### config.mk
export PLATFORM = sky130hd
export DESIGN_NAME = wb_stage
export DESIGN_NICKNAME = d
export VERILOG_FILES = /design/src/rtl/pipe_pkg.sv /design/src/rtl/wb_late_fifo.sv /design/src/rtl/wb_stage.sv
export SDC_FILE = /design/constraint.sdc
export NUM_CORES = 1
export LEC_CHECK = 0
export ABC_AREA = 1
export CAP_MARGIN = 30
export CORE_MARGIN = 5
export CORE_UTILIZATION = 25
export CTS_CLUSTER_DIAMETER = 30
export CTS_CLUSTER_SIZE = 14
export DETAILED_ROUTE_END_ITERATION = 6
export RECOVER_POWER = 100
export SLEW_MARGIN = 40
export SYNTH_ARGS = -nofsm -noshare
export SYNTH_HDL_FRONTEND = slang
export SYNTH_SLANG_ARGS = --single-unit
### constraint.sdc
create_clock -name clk -period 2.8 [get_ports clk]
set_input_delay 0.56 -clock clk [delete_from_list [all_inputs] [get_ports clk]]
set_output_delay 0.56 -clock clk [all_outputs]
set_load 0.1 [all_outputs]
### src/rtl/pipe_pkg.sv
// ---------------------------------------------------------------------------
// pipe_pkg
// Shared pipeline definitions: writeback result-select encoding, load-format
// (funct3) codes, the default datapath width and the load-extension helper
// used by the writeback stage and the hazard unit.
// ---------------------------------------------------------------------------
package pipe_pkg;

  localparam int XLEN_DEFAULT = 32;

  typedef enum logic [1:0] {
    WB_ALU  = 2'b00,
    WB_LOAD = 2'b01,
    WB_PC4  = 2'b10,
    WB_NONE = 2'b11
  } wb_sel_e;

  localparam logic [2:0] FMT_LB  = 3'b000;
  localparam logic [2:0] FMT_LH  = 3'b001;
  localparam logic [2:0] FMT_LW  = 3'b010;
  localparam logic [2:0] FMT_LBU = 3'b100;
  localparam logic [2:0] FMT_LHU = 3'b101;

  // Extracts and extends a sub-word from an aligned 32-bit memory word.
  // Halfwords are selected by off[1] only; undefined codes behave as LW.
  function automatic logic [31:0] load_ext(input logic [2:0]  fmt,
                                           input logic [1:0]  off,
                                           input logic [31:0] word);
    logic [7:0]  b;
    logic [15:0] h;
    logic [31:0] r;
    b = word[{off, 3'b000} +: 8];
    h = off[1] ? word[31:16] : word[15:0];
    case (fmt)
      FMT_LB:  r = {{24{b[7]}}, b};
      FMT_LH:  r = {{16{h[15]}}, h};
      FMT_LBU: r = {24'b0, b};
      FMT_LHU: r = {16'b0, h};
      default: r = word;
    endcase
    return r;
  endfunction

endpackage

### src/rtl/wb_late_fifo.sv
// ---------------------------------------------------------------------------
// wb_late_fifo
// Small FIFO holding {rd, data} results from the multi-cycle unit until the
// writeback port has a free slot. The head is read combinationally so a
// drain decision can use it in the same cycle.
// Ports:
//   clk, rst_n     clock, asynchronous active-low reset (empties the FIFO)
//   push, din      enqueue request and entry (ignored while full)
//   pop            dequeue request (ignored while empty)
//   head           oldest entry
//   full, empty    status derived from the registered count
// ---------------------------------------------------------------------------
module wb_late_fifo #(
  parameter int DEPTH = 2,
  parameter int WIDTH = 37
) (
  input  logic             clk,
  input  logic             rst_n,
  input  logic             push,
  input  logic [WIDTH-1:0] din,
  input  logic             pop,
  output logic [WIDTH-1:0] head,
  output logic             full,
  output logic             empty
);

  localparam int PW = (DEPTH > 1) ? $clog2(DEPTH) : 1;
  localparam int CW = $clog2(DEPTH + 1);

  logic [WIDTH-1:0] mem_q [DEPTH];
  logic [PW-1:0]    wr_ptr_reg;
  logic [PW-1:0]    rd_ptr_reg;
  logic [CW-1:0]    count_reg;
  logic             push_ok;
  logic             pop_ok;

  function automatic logic [PW-1:0] ptr_inc(input logic [PW-1:0] p);
    return (p == PW'(DEPTH - 1)) ? '0 : p + 1'b1;
  endfunction

  assign full    = (count_reg == CW'(DEPTH));
  assign empty   = (count_reg == '0);
  assign push_ok = push && !full;
  assign pop_ok  = pop && !empty;
  assign head    = mem_q[rd_ptr_reg];

  // Storage carries no reset; the count alone decides what is valid.
  always_ff @(posedge clk) begin
    if (push_ok) begin
      mem_q[wr_ptr_reg] <= din;
    end
  end

  always_ff @(posedge clk or negedge rst_n) begin
    if (!rst_n) begin
      wr_ptr_reg <= '0;
      rd_ptr_reg <= '0;
      count_reg  <= '0;
    end else begin
      if (push_ok) wr_ptr_reg <= ptr_inc(wr_ptr_reg);
      if (pop_ok)  rd_ptr_reg <= ptr_inc(rd_ptr_reg);
      case ({push_ok, pop_ok})
        2'b10:   count_reg <= count_reg + 1'b1;
        2'b01:   count_reg <= count_reg - 1'b1;
        default: count_reg <= count_reg;
      endcase
    end
  end

endmodule

### src/rtl/wb_stage.sv
// ---------------------------------------------------------------------------
// wb_stage
// Writeback stage: sole driver of the register-file write port. Registers
// the MEM/WB result (ALU, extended load, or PC+4) and merges multi-cycle
// results through a late-result FIFO so that at most one write occurs per
// cycle. The FIFO is drained when the pipeline offers nothing, or forcibly
// when it is full (the pipeline is then stalled through mem_ready).
// Ports:
//   clk, rst_n                 clock, asynchronous active-low reset
//   mem_valid/mem_ready        MEM/WB handshake (mem_ready = !late_full)
//   mem_rd, mem_wb_sel         destination and result select
//   mem_alu_res, mem_pc4       ALU result, PC+4
//   mem_load_data/fmt/byte_off raw word, funct3, address[1:0]
//   late_valid/late_ready      multi-cycle result handshake
//   late_rd, late_data         multi-cycle destination and value
//   regD, write_data, regwrite register-file write port (registered)
// Optional (macro WB_FWD_EN):
//   fwd_valid, fwd_rd, fwd_data  next-edge values of the write port for the
//                                decode bypass
// Loads are taken from the low 32 bits of mem_load_data; XLEN >= 32.
// ---------------------------------------------------------------------------
module wb_stage #(
  parameter int XLEN       = pipe_pkg::XLEN_DEFAULT,
  parameter int LATE_DEPTH = 2
) (
  input  logic            clk,
  input  logic            rst_n,
  input  logic            mem_valid,
  output logic            mem_ready,
  input  logic [4:0]      mem_rd,
  input  logic [1:0]      mem_wb_sel,
  input  logic [XLEN-1:0] mem_alu_res,
  input  logic [XLEN-1:0] mem_load_data,
  input  logic [2:0]      mem_load_fmt,
  input  logic [1:0]      mem_byte_off,
  input  logic [XLEN-1:0] mem_pc4,
  input  logic            late_valid,
  output logic            late_ready,
  input  logic [4:0]      late_rd,
  input  logic [XLEN-1:0] late_data,
  output logic [4:0]      regD,
  output logic [XLEN-1:0] write_data,
  output logic            regwrite
`ifdef WB_FWD_EN
  ,
  output logic            fwd_valid,
  output logic [4:0]      fwd_rd,
  output logic [XLEN-1:0] fwd_data
`endif
);

  import pipe_pkg::*;

  localparam int EW = 5 + XLEN;

  logic            late_full;
  logic            late_empty;
  logic [EW-1:0]   head;
  logic            mem_xfer;
  logic            late_push;
  logic            drain;
  logic [31:0]     ext32;
  logic [XLEN-1:0] load_val;
  logic [XLEN-1:0] mem_result;
  logic            mem_we;

  logic [4:0]      regd_reg, regd_next;
  logic [XLEN-1:0] data_reg, data_next;
  logic            we_reg, we_next;

  assign mem_ready  = !late_full;
  assign late_ready = !late_full;
  assign mem_xfer   = mem_valid && mem_ready;
  assign late_push  = late_valid && late_ready;
  // A full FIFO forces a drain; mem_ready is low then, so it never collides
  // with a MEM transfer.
  assign drain      = !late_empty && (!mem_xfer || late_full);

  wb_late_fifo #(
    .DEPTH (LATE_DEPTH),
    .WIDTH (EW)
  ) u_late_fifo (
    .clk   (clk),
    .rst_n (rst_n),
    .push  (late_push),
    .din   ({late_rd, late_data}),
    .pop   (drain),
    .head  (head),
    .full  (late_full),
    .empty (late_empty)
  );

  assign ext32 = load_ext(mem_load_fmt, mem_byte_off, mem_load_data[31:0]);

  generate
    if (XLEN > 32) begin : g_load_wide
      assign load_val = {{(XLEN-32){ext32[31]}}, ext32};
    end else begin : g_load_32
      assign load_val = ext32;
    end
  endgenerate

  always_comb begin
    mem_result = mem_alu_res;
    case (wb_sel_e'(mem_wb_sel))
      WB_LOAD: mem_result = load_val;
      WB_PC4:  mem_result = mem_pc4;
      default: mem_result = mem_alu_res;
    endcase
  end

  assign mem_we = (mem_rd != 5'd0) && (mem_wb_sel != WB_NONE);

  // Address/data hold when idle; suppressed writes still load them so the
  // slot is visibly consumed, but regwrite stays low.
  always_comb begin
    regd_next = regd_reg;
    data_next = data_reg;
    we_next   = 1'b0;
    if (drain) begin
      regd_next = head[EW-1 -: 5];
      data_next = head[XLEN-1:0];
      we_next   = (head[EW-1 -: 5] != 5'd0);
    end else if (mem_xfer) begin
      regd_next = mem_rd;
      data_next = mem_result;
      we_next   = mem_we;
    end
  end

  always_ff @(posedge clk or negedge rst_n) begin
    if (!rst_n) begin
      regd_reg <= '0;
      data_reg <= '0;
      we_reg   <= 1'b0;
    end else begin
      regd_reg <= regd_next;
      data_reg <= data_next;
      we_reg   <= we_next;
    end
  end

  assign regD       = regd_reg;
  assign write_data = data_reg;
  assign regwrite   = we_reg;

`ifdef WB_FWD_EN
  assign fwd_valid = rst_n && we_next;
  assign fwd_rd    = regd_next;
  assign fwd_data  = data_next;
`endif

endmodule

==> qor.csv, run 1 <==
stage;metric;value;unit
worst_setup_path;Setup CP Type;primary input to register;
final_layout;filler cell count;2441;
worst_setup_path;slowest cell delay on critical path;0.60;ns
worst_setup_path;Crit-path slowest cell;a21boi_0;
final_layout;Most flops, register;u_late_fifo.mem_q;
clock_tree;hold buffers post-CTS;0;
worst_setup_path;most frequent CP cell;a21oi_1;
timing;RSZ-0062 raised after global routing;false;
floorplanning;io pins;189;
grt;GR Util met1;0.198;
timing;clk_skew;0.00802;ns
pwr;VDD IR max;469;µV
worst_setup_path;worst reg2reg endpoint;write_data[11];
clock_tree;postcts setup bufs;0;
final_layout;share of post-route cells with drive strength above 1;0.103;
synth;synth top area cells;edfxtp_1, dfrtp_1, nor2_1, a21oi_1, nand2_1;
timing;Slew headroom;0.142;
timing;Slew Viols, Final;0;
worst_setup_path;Reg2Reg Setup Slack;0.55;ns
pwr;Net Sw Frac;0.501;
clock_tree;clock tree buffer depth;2;
grt;global route hottest layer;met2;
synth;Yosys top cell by area;edfxtp_1;
place;# port buffers;188;
route;DRT antenna net count;0;
clock_tree;post-CTS sizing;0;
worst_setup_path;Reg2Reg Launch Point;u_late_fifo.count_reg[0];
worst_setup_path;depth of the most critical reg-to-reg path;7;
pwr;sequential share of power;0.286;
grt;GRT met3 Usage;0.0581;
floorplanning;die area;27300;µm²
floorplanning;core box area;23600;µm²
timing;final hold violation count;0;
route;Via Count;5439;
place;Placer Congestion;0.871;
worst_setup_path;worst-path cell chain;clkdlybuf4s50_1 -> a21boi_0 -> nor2_4 -> nor2_1 -> clkbuf_2 -> a21oi_1 -> a21oi_1;
worst_setup_path;Worst EP required;3.13;ns
worst_setup_path;Crit path arrival time;2.69;ns
synth;yosys warns;0;
pwr;Pint;0.00483;W
worst_setup_path;crit path from;mem_valid;
clock_tree;worst-skew pair later-pin latency;0.42;ns
clock_tree;CTS buffer count;17;
route;DRT iter0 DRCs;349;
floorplanning;Starting Density;0.255;
synth;Seq/Total Area, Yosys;0.544;
floorplanning;die span in y;165;µm
final_layout;max reg flops;74;
route;final wirelength;21700;µm
clock_tree;Clock Sinks;116;
min_path;worst hold path type;primary input to async pin;
timing;Slew @ Worst Pin;1.29;ns
place;post-DP HPWL;16000;µm
pwr;P_leak;3.35;nW
timing;Max Fclk;0.423;GHz
synth;post-synthesis area per instance;8.87;µm²
synth;flops & latches, synth;116;
route;DRC violations left;0;
synth;unique cell type count in the Yosys netlist;30;
floorplanning;number of core rows;56;
grt;total track usage;0.156;
clock_tree;CTS tree;yes;
synth;Synth Cell Area;6020;µm²
status;status;finished, final reports clean;
route;via/cell ratio;4.53;
timing;WHS;0.238;ns
route;total iterations of the first detailed-routing run;5;
synth;Synth Instances;679;
timing;Final period util;0.844;
run;MaxCap Viol Count;0;
synth;Post-Syn Nets;832;
timing;final setup vio count;0;
worst_setup_path;crit path max fanout;16;
clock_tree;clock-pin slew on the worst setup and hold paths;0.06;ns
clock_tree;Root Driver;clkbuf_16;
route;DR WL/cell;18.0;µm
grt;largest net degree at the start of global routing;66;
floorplanning;Die Span X;165;µm
pwr;Clk pwr share;0.208;
grt;GRT met2 Usage;0.243;
final_layout;Post-layout nets;1015;
grt;gr ovfl total;0;
pwr;P_sw;0.00486;W
worst_setup_path;crit end category;register;
pwr;Gate power share;0.506;
synth;Yosys top cell area share;0.369;
clock_tree;# H-tree levels;4;
grt;global-route wire length before repair;31400;µm
grt;initial antenna violation count;10;
final_layout;synthesis-to-layout area growth;42.1;%
worst_setup_path;CP startpoint kind;primary input;
pwr;PD cells;1130;nW/µm²
timing;Final TNS setup;0;ns
grt;vias in the first global route;5314;
timing;min Tclk post-route;2.36;ns
==> cells in the final DEF, fill, tap and decap left out, types with 2 or more instances in the layout <==
cell type / instances
dlygate4sd3_1: 37
clkdlybuf4s50_1: 110
clkinv_2: 3
inv_1: 17
o21ai_0: 18
buf_12: 2
clkbuf_2: 6
clkbuf_8: 2
clkbuf_1: 42
buf_4: 12
nand3_1: 10
nand2_1: 143
nor2_1: 158
mux2_2: 33
mux2i_1: 4
clkbuf_16: 17
inv_2: 3
ha_1: 3
dfrtp_1: 42
xnor2_1: 2
a21oi_1: 109
edfxtp_1: 74
nor2_4: 2
clkinv_1: 2
o211ai_1: 8
clkinvlp_4: 3
diode_2: 7
==> final cells by class <==
cell class	instances	area, µm²	share of cell area
Sequential cell	116	3270	0.383
Multi-Input combinational cell	501	2470	0.288
Timing Repair Buffer	206	1780	0.208
Clock buffer	22	464	0.0542
Tap cell	319	399	0.0466
Clock inverter	10	83.8	0.00980
Inverter	20	75.1	0.00877
Antenna cell	7	17.5	0.00205
==> kinds of logic (layout without fill, tap and decap cells) <==
kind of cell	after synthesis	count (layout)	synth area share
XOR/XNOR	3	3	0.00436
other	0	7	0
adder cells (fa/ha/maj)	4	4	0.00831
AND/OR/NAND/NOR	320	320	0.209
AO/OA/AOI/OAI	137	137	0.120
buffers and inverters	62	258	0.0461
flip-flops	116	116	0.544
multiplexers	37	37	0.0684
==> worst max path at each step <==
stage	to	slack, ns	cells past startpoint
3_5_place_dp	write_data[0]	0.24	11
6_report	write_data[11]	0.44	7
5_1_grt	write_data[28]	0.32	7
3_3_place_gp	write_data[0]	0.02	7
4_1_cts	write_data[0]	0.69	11
2_1_floorplan	u_late_fifo.mem_q[1][0]	-0.07	4
==> power groups by stage <==
stage                     Clock (W)  Sequential, W  Combinational, W
final                       0.00201        0.00277           0.00490
after global routing        0.00212        0.00283           0.00521
after CTS                   0.00205        0.00278           0.00529
after detailed placement          0        0.00280           0.00528
after global placement            0        0.00279           0.00526
after floorplan                   0        0.00474           0.00185
==> layer usage <==
layer  vias to the layer above  routed length, µm
li1                       2652                  -
met1                      2556               8950
met2                       185              10300
met3                        36               1870
met4                        10                504
met5                         -                 74
==> cell usage after synthesis <==
library cell,count
a31oi_1,1
ha_1,4
buf_6,1
nand3_2,1
nor3_1,1
buf_4,5
edfxtp_1,74
o21ai_0,18
nor2_1,158
nand3_4,1
buf_2,15
nand2_1,143
o211ai_1,8
mux2_2,33
inv_2,4
nand3b_1,1
nor2_4,1
xnor2_1,2
a21boi_4,1
a21oi_1,109
nand4_1,1
nor2_2,1
nand3_1,10
nand2_4,1
xor2_1,1
nand2_2,1
dfrtp_1,42
mux2i_1,4
inv_1,16
clkbuf_1,21
==> metrics by stage <==
stage	instances	total power (W)	instance area (µm²)	util	setup slack, ns
2_1_floorplan	679	0.00659	6030	-	-0.0679
3_3_place_gp	1162	0.00805	8200	0.347	0.0156
3_5_place_dp	1162	0.00808	8200	0.347	0.242
4_1_cts	1194	0.0101	8750	0.371	0.685
5_1_grt	1199	0.0102	8550	0.362	0.319
6_report	1201	0.00969	8560	0.362	0.437
==> worst max-delay path: cells and delay by family <==
family | cells | cell delay [ns]
AND/OR/NAND/NOR | 2 | 0.44
buffers and inverters | 2 | 0.80
AO/OA/AOI/OAI | 3 | 0.89
Power figures use the tool's default switching activity.
==> inputs of run 2 (changes only) <==
Clock period 2.8 ns to 2.3 ns, I/O delays scaled along.
==> run 2 against run 1 <==
The flow now finishes with violations (max-capacitance violations, max-slew violations); wire length fell by 1.1%; clock power up 38%; sequential share of layout area down 1.0 points; die area is the same; global-route usage about the same; register-to-register slack worse by 0.25 ns; count of clock-buffer cells in the layout is 3 lower; critical path type is now register to register; largest cell class unchanged.
==> qor.csv, run 2 (synthesis gave the netlist of run 1 again) <==
stage;metric;value;unit
pwr;PD cells;1400;nW/µm²
worst_setup_path;slowest cell delay on critical path;0.65;ns
place;Placer Congestion;0.856;
route;DRT antenna net count;0;
final_layout;commonest cells after routing, fill and taps aside;nor2_1, nand2_1, clkdlybuf4s50_1, a21oi_1, edfxtp_1;
clock_tree;hold buffers post-CTS;0;
grt;global route hottest layer;met2;
timing;Max Fclk;0.499;GHz
clock_tree;# H-tree levels;4;
clock_tree;post-CTS sizing;0;
clock_tree;Root Driver;clkbuf_16;
worst_setup_path;Worst EP required;2.34;ns
route;DRC violations left;0;
worst_setup_path;Reg2Reg Launch Point;u_late_fifo.count_reg[0];
floorplanning;core box area;23600;µm²
timing;final worst slack;0.298;ns
grt;GRT met2 Usage;0.251;
min_path;worst hold start;regD[3];
pwr;P_leak;3.54;nW
grt;initial antenna violation count;13;
clock_tree;worst-skew pair later-pin latency;0.42;ns
worst_setup_path;CP startpoint kind;register;
worst_setup_path;most frequent CP cell;nand2_1;
status;failing checks;max-capacitance violations, max-slew violations;
status;status;complete, but fails checks;
floorplanning;die span in y;165;µm
timing;Slew Viols, Final;31;
timing;final setup vio count;0;
worst_setup_path;Setup CP Type;register to register;
clock_tree;CTS tree;yes;
worst_setup_path;worst-path cell chain;inv_2 -> nand2_1 -> nand2_1 -> nor2_4 -> clkbuf_2;
grt;GR Util met1;0.187;
final_layout;fin cells;1208;
floorplanning;Starting Density;0.255;
worst_setup_path;Crit path arrival time;2.04;ns
timing;Slew @ Worst Pin;1.84;ns
worst_setup_path;Crit-path slowest cell;clkbuf_2;
clock_tree;Clock Sinks;116;
route;total iterations of the first detailed-routing run;5;
place;DP Cell Count;1170;
run;MaxCap Viol Count;1;
worst_setup_path;crit end category;register;
place;post-DP HPWL;16200;µm
min_path;hold depth;2;
timing;Slew headroom;-0.229;
worst_setup_path;CP bufs+invs;2;
final_layout;commonest non-fill, non-tap cell in the layout;nor2_1;
timing;Final TNS setup;0;ns
route;DR WL/cell;17.7;µm
route;final wirelength;21400;µm
grt;global-route wire length before repair;31500;µm
clock_tree;CTS buffer count;17;
timing;final hold violation count;0;
timing;RSZ-0062 raised after global routing;false;
floorplanning;io pins;189;
worst_setup_path;worst reg2reg endpoint;u_late_fifo.mem_q[1][26];
worst_setup_path;depth of the most critical reg-to-reg path;5;
grt;vias in the first global route;5426;
grt;largest net degree at the start of global routing;76;
timing;WHS;0.492;ns
route;Via Count;5381;
place;# port buffers;188;
min_path;hold endpoint;regD[3];
worst_setup_path;Reg2Reg Setup Slack;0.30;ns
final_layout;Post-layout nets;1023;
floorplanning;die area;27300;µm²
min_path;worst hold path type;register to register;
timing;min Tclk post-route;2.00;ns
grt;gr ovfl total;0;
grt;GRT met3 Usage;0.0593;
route;DRT iter0 DRCs;320;
pwr;VDD IR max;655;µV
worst_setup_path;CP delay by family, top;buffers and inverters;
route;via/cell ratio;4.45;
timing;Final period util;0.871;
final_layout;max reg flops;74;
final_layout;share of post-route cells with drive strength above 1;0.157;
final_layout;Most flops, register;u_late_fifo.mem_q;
grt;total track usage;0.156;
final_layout;synthesis-to-layout area growth;46.0;%
clock_tree;postcts setup bufs;0;
timing;clk_skew;0.00618;ns
clock_tree;clock tree buffer depth;2;
floorplanning;Die Span X;165;µm
clock_tree;clock-pin slew on the worst setup and hold paths;0.06;ns
worst_setup_path;crit path max fanout;30;
place;DP Worst Slack;-0.0424;ns
floorplanning;number of core rows;56;
run 2: changes by cell type in the layout (fill, tap and decap cells not counted), moves of 2 or more:
cell	delta
buf_12	+3
buf_4	+2
bufinv_16	+2
clkbuf_1	-36
clkbuf_2	+35
clkinv_1	-2
clkinv_2	-2
clkinv_4	+2
inv_6	+4
nor2_1	-2
nor2_4	+2
run 2: tightest hold or removal path: stages, from the launching register on:
cell	delay [ns]
dfrtp_1	0.34
nand2_1	0.05
o21ai_0	0.06
run 2: worst max path at each step:
stage | startpoint | to | slack [ns] | cells after the start
finish | u_late_fifo.count_reg[0] | u_late_fifo.mem_q[1][26] | 0.30 | 5
global route | u_late_fifo.count_reg[0] | write_data[30] | 0.12 | 9
CTS | mem_wb_sel[0] | write_data[0] | 0.39 | 9
detailed placement | mem_wb_sel[0] | write_data[0] | -0.04 | 9
global placement | mem_wb_sel[0] | write_data[0] | -0.03 | 9
floorplan | u_late_fifo.count_reg[0] | u_late_fifo.mem_q[1][0] | 0.12 | 4
run 2: stage by stage:
stage          utilization  power, W  area [µm²]
4_1_cts              0.378    0.0127        8920
2_1_floorplan            -   0.00803        6040
3_3_place_gp         0.352   0.00986        8300
6_report             0.372    0.0123        8790
3_5_place_dp         0.352   0.00990        8300
5_1_grt              0.372    0.0129        8790
run 2: cell type report:
| class | count | area, µm² |
|---|---|---|
| Antenna cell | 6 | 15.0 |
| Clock buffer | 19 | 453 |
| Clock inverter | 13 | 171 |
| Fill cell | 2422 | 14800 |
| Inverter | 20 | 75.1 |
| Multi-Input combinational cell | 501 | 2490 |
| Sequential cell | 116 | 3270 |
| Tap cell | 319 | 399 |
| Timing Repair Buffer | 214 | 1910 |
run 2: routing by layer:
| layer | part of all wire | vias to the layer above |
|---|---|---|
| li1 | - | 2665 |
| met1 | 0.41 | 2486 |
| met2 | 0.47 | 175 |
| met3 | 0.084 | 41 |
| met4 | 0.025 | 14 |
| met5 | 0.0047 | - |
run 2: where the power goes:
part / internal, W / total [W] / switching, W
clock network: 0.00178 / 0.00277 / 0.000998
logic: 0.00151 / 0.00612 / 0.00460
registers: 0.00298 / 0.00339 / 0.000407
total: 0.00627 / 0.0123 / 0.00601
